[src/rtl/lsu.sv]
// Load/store unit: one core access in, byte-accurate RAM word accesses out, unaligned accesses split in two.
// Latency: load 3 or 4 cycles, store 2 or 3, illegal 1. clk_en low stalls and masks strobes; i_req is taken only in IDLE.
module lsu #(
    parameter int ADDR_WIDTH = 31
) (
    input  logic                  clk,
    input  logic                  rst,
    input  logic                  clk_en,
    input  logic                  i_req,
    input  logic                  i_we,
    input  logic [2:0]            i_funct3,
    input  logic [31:0]           i_addr,
    input  logic [31:0]           i_wdata,
    output logic                  o_busy,
    output logic                  o_done,
    output logic                  o_err,
    output logic [31:0]           o_rdata,
    output logic [ADDR_WIDTH:0]   o_ram_addr,
    output logic                  o_ram_re,
    input  logic [31:0]           i_ram_rdata,
    output logic                  o_ram_we,
    output logic [3:0]            o_ram_be,
    output logic [31:0]           o_ram_wdata
);
    typedef enum logic [2:0] {
        S_IDLE, S_LD0, S_LD1, S_LDW, S_ST0, S_ST1, S_DONE
    } state_t;

    state_t      state_q, state_d;
    logic [2:0]  f3_q;
    logic [31:0] addr_q, wdata_q, lo_q, rdata_q;
    logic        err_q;

    logic [1:0]  off;
    logic [29:0] word_q, word_nxt, ram_word;
    logic [2:0]  size;
    logic [3:0]  mask;
    logic        split, legal;
    logic [7:0]  be_wide;
    logic [63:0] wd_wide, ld_pair;
    logic [31:0] ld_shift, ld_res;

    assign off      = addr_q[1:0];
    assign word_q   = addr_q[31:2];
    assign word_nxt = word_q + 30'd1;
    assign legal    = i_we ? (i_funct3 <= 3'd2)
                           : ((i_funct3 != 3'd3) && (i_funct3 < 3'd6));

    always_comb begin
        size = 3'd4;
        mask = 4'b1111;
        case (f3_q[1:0])
            2'd0: begin size = 3'd1; mask = 4'b0001; end
            2'd1: begin size = 3'd2; mask = 4'b0011; end
            default: ;
        endcase
    end

    assign split = ({1'b0, off} + size) > 3'd4;

    // Low half feeds the first word, high half spills into the next word of a split store.
    assign be_wide = {4'b0000, mask} << off;
    assign wd_wide = {32'd0, wdata_q} << {off, 3'b000};

    assign ld_pair  = split ? {i_ram_rdata, lo_q} : {32'd0, i_ram_rdata};
    assign ld_shift = 32'(ld_pair >> {off, 3'b000});

    always_comb begin
        case (f3_q)
            3'd0:    ld_res = {{24{ld_shift[7]}}, ld_shift[7:0]};
            3'd1:    ld_res = {{16{ld_shift[15]}}, ld_shift[15:0]};
            3'd4:    ld_res = {24'd0, ld_shift[7:0]};
            3'd5:    ld_res = {16'd0, ld_shift[15:0]};
            default: ld_res = ld_shift;
        endcase
    end

    always_comb begin
        state_d     = state_q;
        o_ram_re    = 1'b0;
        o_ram_we    = 1'b0;
        o_ram_be    = 4'b0000;
        o_ram_wdata = 32'd0;
        ram_word    = 30'd0;
        case (state_q)
            S_IDLE: if (i_req) state_d = !legal ? S_DONE : (i_we ? S_ST0 : S_LD0);
            S_LD0: begin
                o_ram_re = 1'b1;
                ram_word = word_q;
                state_d  = split ? S_LD1 : S_LDW;
            end
            S_LD1: begin
                o_ram_re = 1'b1;
                ram_word = word_nxt;
                state_d  = S_LDW;
            end
            S_LDW: state_d = S_DONE;
            S_ST0: begin
                o_ram_we    = 1'b1;
                o_ram_be    = be_wide[3:0];
                o_ram_wdata = wd_wide[31:0];
                ram_word    = word_q;
                state_d     = split ? S_ST1 : S_DONE;
            end
            S_ST1: begin
                o_ram_we    = 1'b1;
                o_ram_be    = be_wide[7:4];
                o_ram_wdata = wd_wide[63:32];
                ram_word    = word_nxt;
                state_d     = S_DONE;
            end
            S_DONE: state_d = S_IDLE;
            default: state_d = S_IDLE;
        endcase
        if (!clk_en) begin
            o_ram_re = 1'b0;
            o_ram_we = 1'b0;
        end
    end

    assign o_ram_addr = (ADDR_WIDTH + 1)'(ram_word);
    assign o_busy     = (state_q != S_IDLE);
    assign o_done     = (state_q == S_DONE) && clk_en;
    assign o_err      = err_q && (state_q == S_DONE);
    assign o_rdata    = rdata_q;

    always_ff @(posedge clk) begin
        if (rst) begin
            state_q <= S_IDLE;
            f3_q    <= 3'd0;
            addr_q  <= 32'd0;
            wdata_q <= 32'd0;
            lo_q    <= 32'd0;
            rdata_q <= 32'd0;
            err_q   <= 1'b0;
        end else if (clk_en) begin
            state_q <= state_d;
            if (state_q == S_IDLE && i_req) begin
                f3_q    <= i_funct3;
                addr_q  <= i_addr;
                wdata_q <= i_wdata;
                err_q   <= !legal;
                if (!legal) rdata_q <= 32'd0;
            end
            if (state_q == S_LD1) lo_q <= i_ram_rdata;
            if (state_q == S_LDW) rdata_q <= ld_res;
        end
    end
endmodule

[config.mk]
export PLATFORM = sky130hd
export DESIGN_NAME = lsu
export DESIGN_NICKNAME = d
export VERILOG_FILES = /design/src/rtl/lsu.sv
export SDC_FILE = /design/constraint.sdc
export NUM_CORES = 1
export LEC_CHECK = 0
export CAP_MARGIN = 0
export CELL_PAD_IN_SITES_DETAIL_PLACEMENT = 1
export CELL_PAD_IN_SITES_GLOBAL_PLACEMENT = 1
export CORE_MARGIN = 4
export CORE_UTILIZATION = 37
export CTS_BUF_LIST = sky130_fd_sc_hd__clkbuf_8
export DETAILED_ROUTE_END_ITERATION = 16
export PLACE_DENSITY_LB_ADDON = 0.2
export SYNTH_ARGS = -nofsm -noshare
export SYNTH_HDL_FRONTEND = slang
export SYNTH_SLANG_ARGS = --single-unit
[constraint.sdc]
create_clock -name clk -period 3.7 [get_ports clk]
set_clock_uncertainty 0.15 [all_clocks]
set_input_delay 0.555 -clock clk [delete_from_list [all_inputs] [get_ports clk]]
set_output_delay 0.555 -clock clk [all_outputs]
set_load 0.02 [all_outputs]
==> flow_metrics.tcl <==
set metrics [dict create \
    status "finished, final reports clean" \
    multiInputGateArea_um2 5260 \
    wl_per_cell_um 20.7 \
    setup_viol 0 \
    worstSetupStartpointType "flop" \
    hold_class "reg2reg" \
    core_um2 22100 \
    syn_avg_cell_area_um2 7.42 \
    fillers 2736 \
    synth_area_um2 8410 \
    ys_seq_area_frac 0.321 \
    die_w_um 159 \
    fin_nets 1420 \
    gp_congestion 0.880 \
    p_sw_frac 0.304 \
    die-height_um 159 \
    synth_edf_count 0 \
    cp_data_arrival_time_ns 2.84 \
    numCtsBuffers 17 \
    clk_path_buf_depth 2 \
    power.switching_mw 1.24 \
    area_delta_synth_final_pct 35.2 \
    p_per_area_nw_per_um2 359 \
    dr.first_iter.drc_count 498 \
    finalCriticalPeriod_ns 3.55 \
    vias 9321 \
    slew_headroom 0.356 \
    clock-sinks 135 \
    required_ns 2.99 \
    grt_usage 0.255 \
    drc 0 \
    cts_tree "yes" \
    drive_gt1_frac 0.110 \
    hold_buffers 0 \
    p_int_mw 2.85 \
    timing.fmax_ghz 0.282 \
    port_buffers 206 \
    firstDrtPassIters 5 \
    antenna_cells 0 \
    clock_power_share 0.389 \
    seq_area_um2 2710 \
    fp-row-count 54 \
    syn_inst 1134 \
    synthArstFlopShare 0 \
    ant_nets 0 \
    pin_count 209 \
    timing.final.crit_share 0.959 \
    ys_ff_latch 135 \
    cts-root-buf "clkbuf_8" \
    vdd_drop_max_mv 0.220 \
    initial_core_util 0.381 \
    rsz0062_at_grt "no" \
    ys_warn_count 0 \
    antenna_found_initial 2 \
    cap_violations 0 \
    dieArea_um2 25200 \
    worstSkewPairLatency_ns 0.47 \
    rrSetupSlack_ns 0.45 \
    finalWirelength_um 33300 \
    post-dp-hpwl_um 23800 \
    synth-main-ff-cell "dfxtp_1" \
    pwr-share-comb 0.222 \
    hold_viol 0 \
    ff2ff_path_depth 10 \
    worst-slew-pin-transition_ns 0.959 \
    ctsHtreeMaxLevel 4 \
    worst_hold_path.num_cells 2 \
    setup_tns_ns 0 \
    leakage_nw 4.04 \
    avgViaCountPerCell 5.81 \
    grt_max_degree 69 \
    pwr-share-seq 0.389 \
    whs_ns 0.306 \
    crit_type "reg2out" \
    clk_pin_slew_worst_paths_ns 0.08 \
    dpl.cell_count 1571 \
    grt_pass1_vias 9680 \
    grt_pass1_wl_um 52500 \
    slew_violations 0 \
    grt_remaining_overflow 0 \
    layout.cells.non_filler 1605 \
    cp_max_fo 45 \
    synth_cell_types 70 \
    cp-end-kind "primary output" \
]
power by group through the flow:
| stage | clock [mW] | combinational (mW) | sequential [mW] |
|---|---|---|---|
| 6_report | 1.59 | 0.909 | 1.59 |
| 5_1_grt | 1.67 | 0.984 | 1.60 |
| 4_1_cts | 1.61 | 0.908 | 1.59 |
| 3_5_place_dp | 0 | 0.903 | 1.62 |
| 3_3_place_gp | 0 | 0.890 | 1.62 |
| 2_1_floorplan | 0 | 0.529 | 1.60 |
placed cells by master, fill, tap and decap left out, types with 9 or more instances in the layout:
master,synthesis,routed
nand3_1,22,20
o31ai_1,15,15
clkbuf_8,0,21
a31oi_1,15,15
buf_4,7,45
a221oi_1,10,10
nor2_1,52,51
o21ai_0,59,59
a22oi_1,9,9
or2_2,16,16
or3_1,9,9
a21oi_1,141,140
o211ai_1,17,17
o22ai_1,10,10
dfxtp_1,135,130
mux2i_1,48,48
inv_1,14,15
mux4_2,16,16
and3_1,14,13
clkdlybuf4s50_1,0,196
nor3_1,16,14
nand2_1,302,302
routing by layer:
layer / wire (um) / part of all wire / track usage
met1: 13900 / 0.42 / 0.303
met2: 16400 / 0.49 / 0.444
met3: 1780 / 0.054 / 0.0547
met4: 1240 / 0.037 / 0.111
met5: 22 / 0.00066 / 0
critical path, stage by stage (launching register included):
cell	delay, ns
dfxtp_4	0.40
buf_4	0.54
nand2_1	0.22
a221oi_1	0.36
a31o_2	0.16
clkdlybuf4s50_1	0.66
worst paths after layout:
path | startpoint | endpoint
worst max register to register | f3_q[1] | o_rdata[17]
worst max-delay path | addr_q[0] | o_ram_be[2]
worst min-delay path | lo_q[7] | lo_q[7]
worst min register to register | lo_q[7] | lo_q[7]
cells by family after synthesis:
kind of cell | count (synthesis) | synth area share
adder cells (fa/ha/maj) | 4 | 0.00684
AO/OA/AOI/OAI | 340 | 0.254
AND/OR/NAND/NOR | 468 | 0.243
flip-flops | 135 | 0.321
multiplexers | 68 | 0.105
buffers and inverters | 112 | 0.0592
XOR/XNOR | 6 | 0.00938
other | 1 | 0.000446
through the flow:
stage	util	worst slack [ns]	cell area, um2	power [mW]
6_report	0.515	0.152	11400	4.09
5_1_grt	0.515	0.00867	11400	4.25
4_1_cts	0.513	0.0156	11300	4.11
3_5_place_dp	0.490	0.439	10800	2.52
3_3_place_gp	0.490	0.461	10800	2.51
2_1_floorplan	-	0.573	8410	2.12
timing repair:
action	4_1_cts	5_1_grt
setup buffers	1	1
pin swaps	1	1
hold endpoints to repair	0	0
resized for setup	4	13
setup endpoints to repair	7	31
area by class of cell:
| type | count | share of cell area |
|---|---|---|
| clock buffer | 21 | 0.0254 |
| clock inverter | 11 | 0.0189 |
| inverter | 16 | 0.00528 |
| multi-input combinational | 888 | 0.463 |
| sequential | 135 | 0.238 |
| tap | 280 | 0.0308 |
| timing repair buffer | 254 | 0.218 |
Yosys cell counts (all sizes together), types with 14 or more instances:
cell / n / area, um2
a21oi: 142 / 714
a31oi: 15 / 93.8
and3: 14 / 87.6
buf: 37 / 216
clkbuf: 59 / 221
dfxtp: 135 / 2700
inv: 14 / 52.6
mux2i: 48 / 480
mux4: 16 / 360
nand2: 304 / 1150
nand3: 23 / 120
nor2: 53 / 201
nor3: 17 / 96.4
o211ai: 17 / 128
o21ai: 60 / 300
o31ai: 15 / 113
or2: 16 / 100
state kept, by name (all words and copies together) (netlist names):
| register | count |
|---|---|
| addr_q | 32 |
| lo_q | 32 |
| err_q | 1 |
| f3_q | 3 |
| wdata_q | 32 |
| o_rdata | 32 |
| state_q | 3 |
Power figures use the tool's default switching activity.
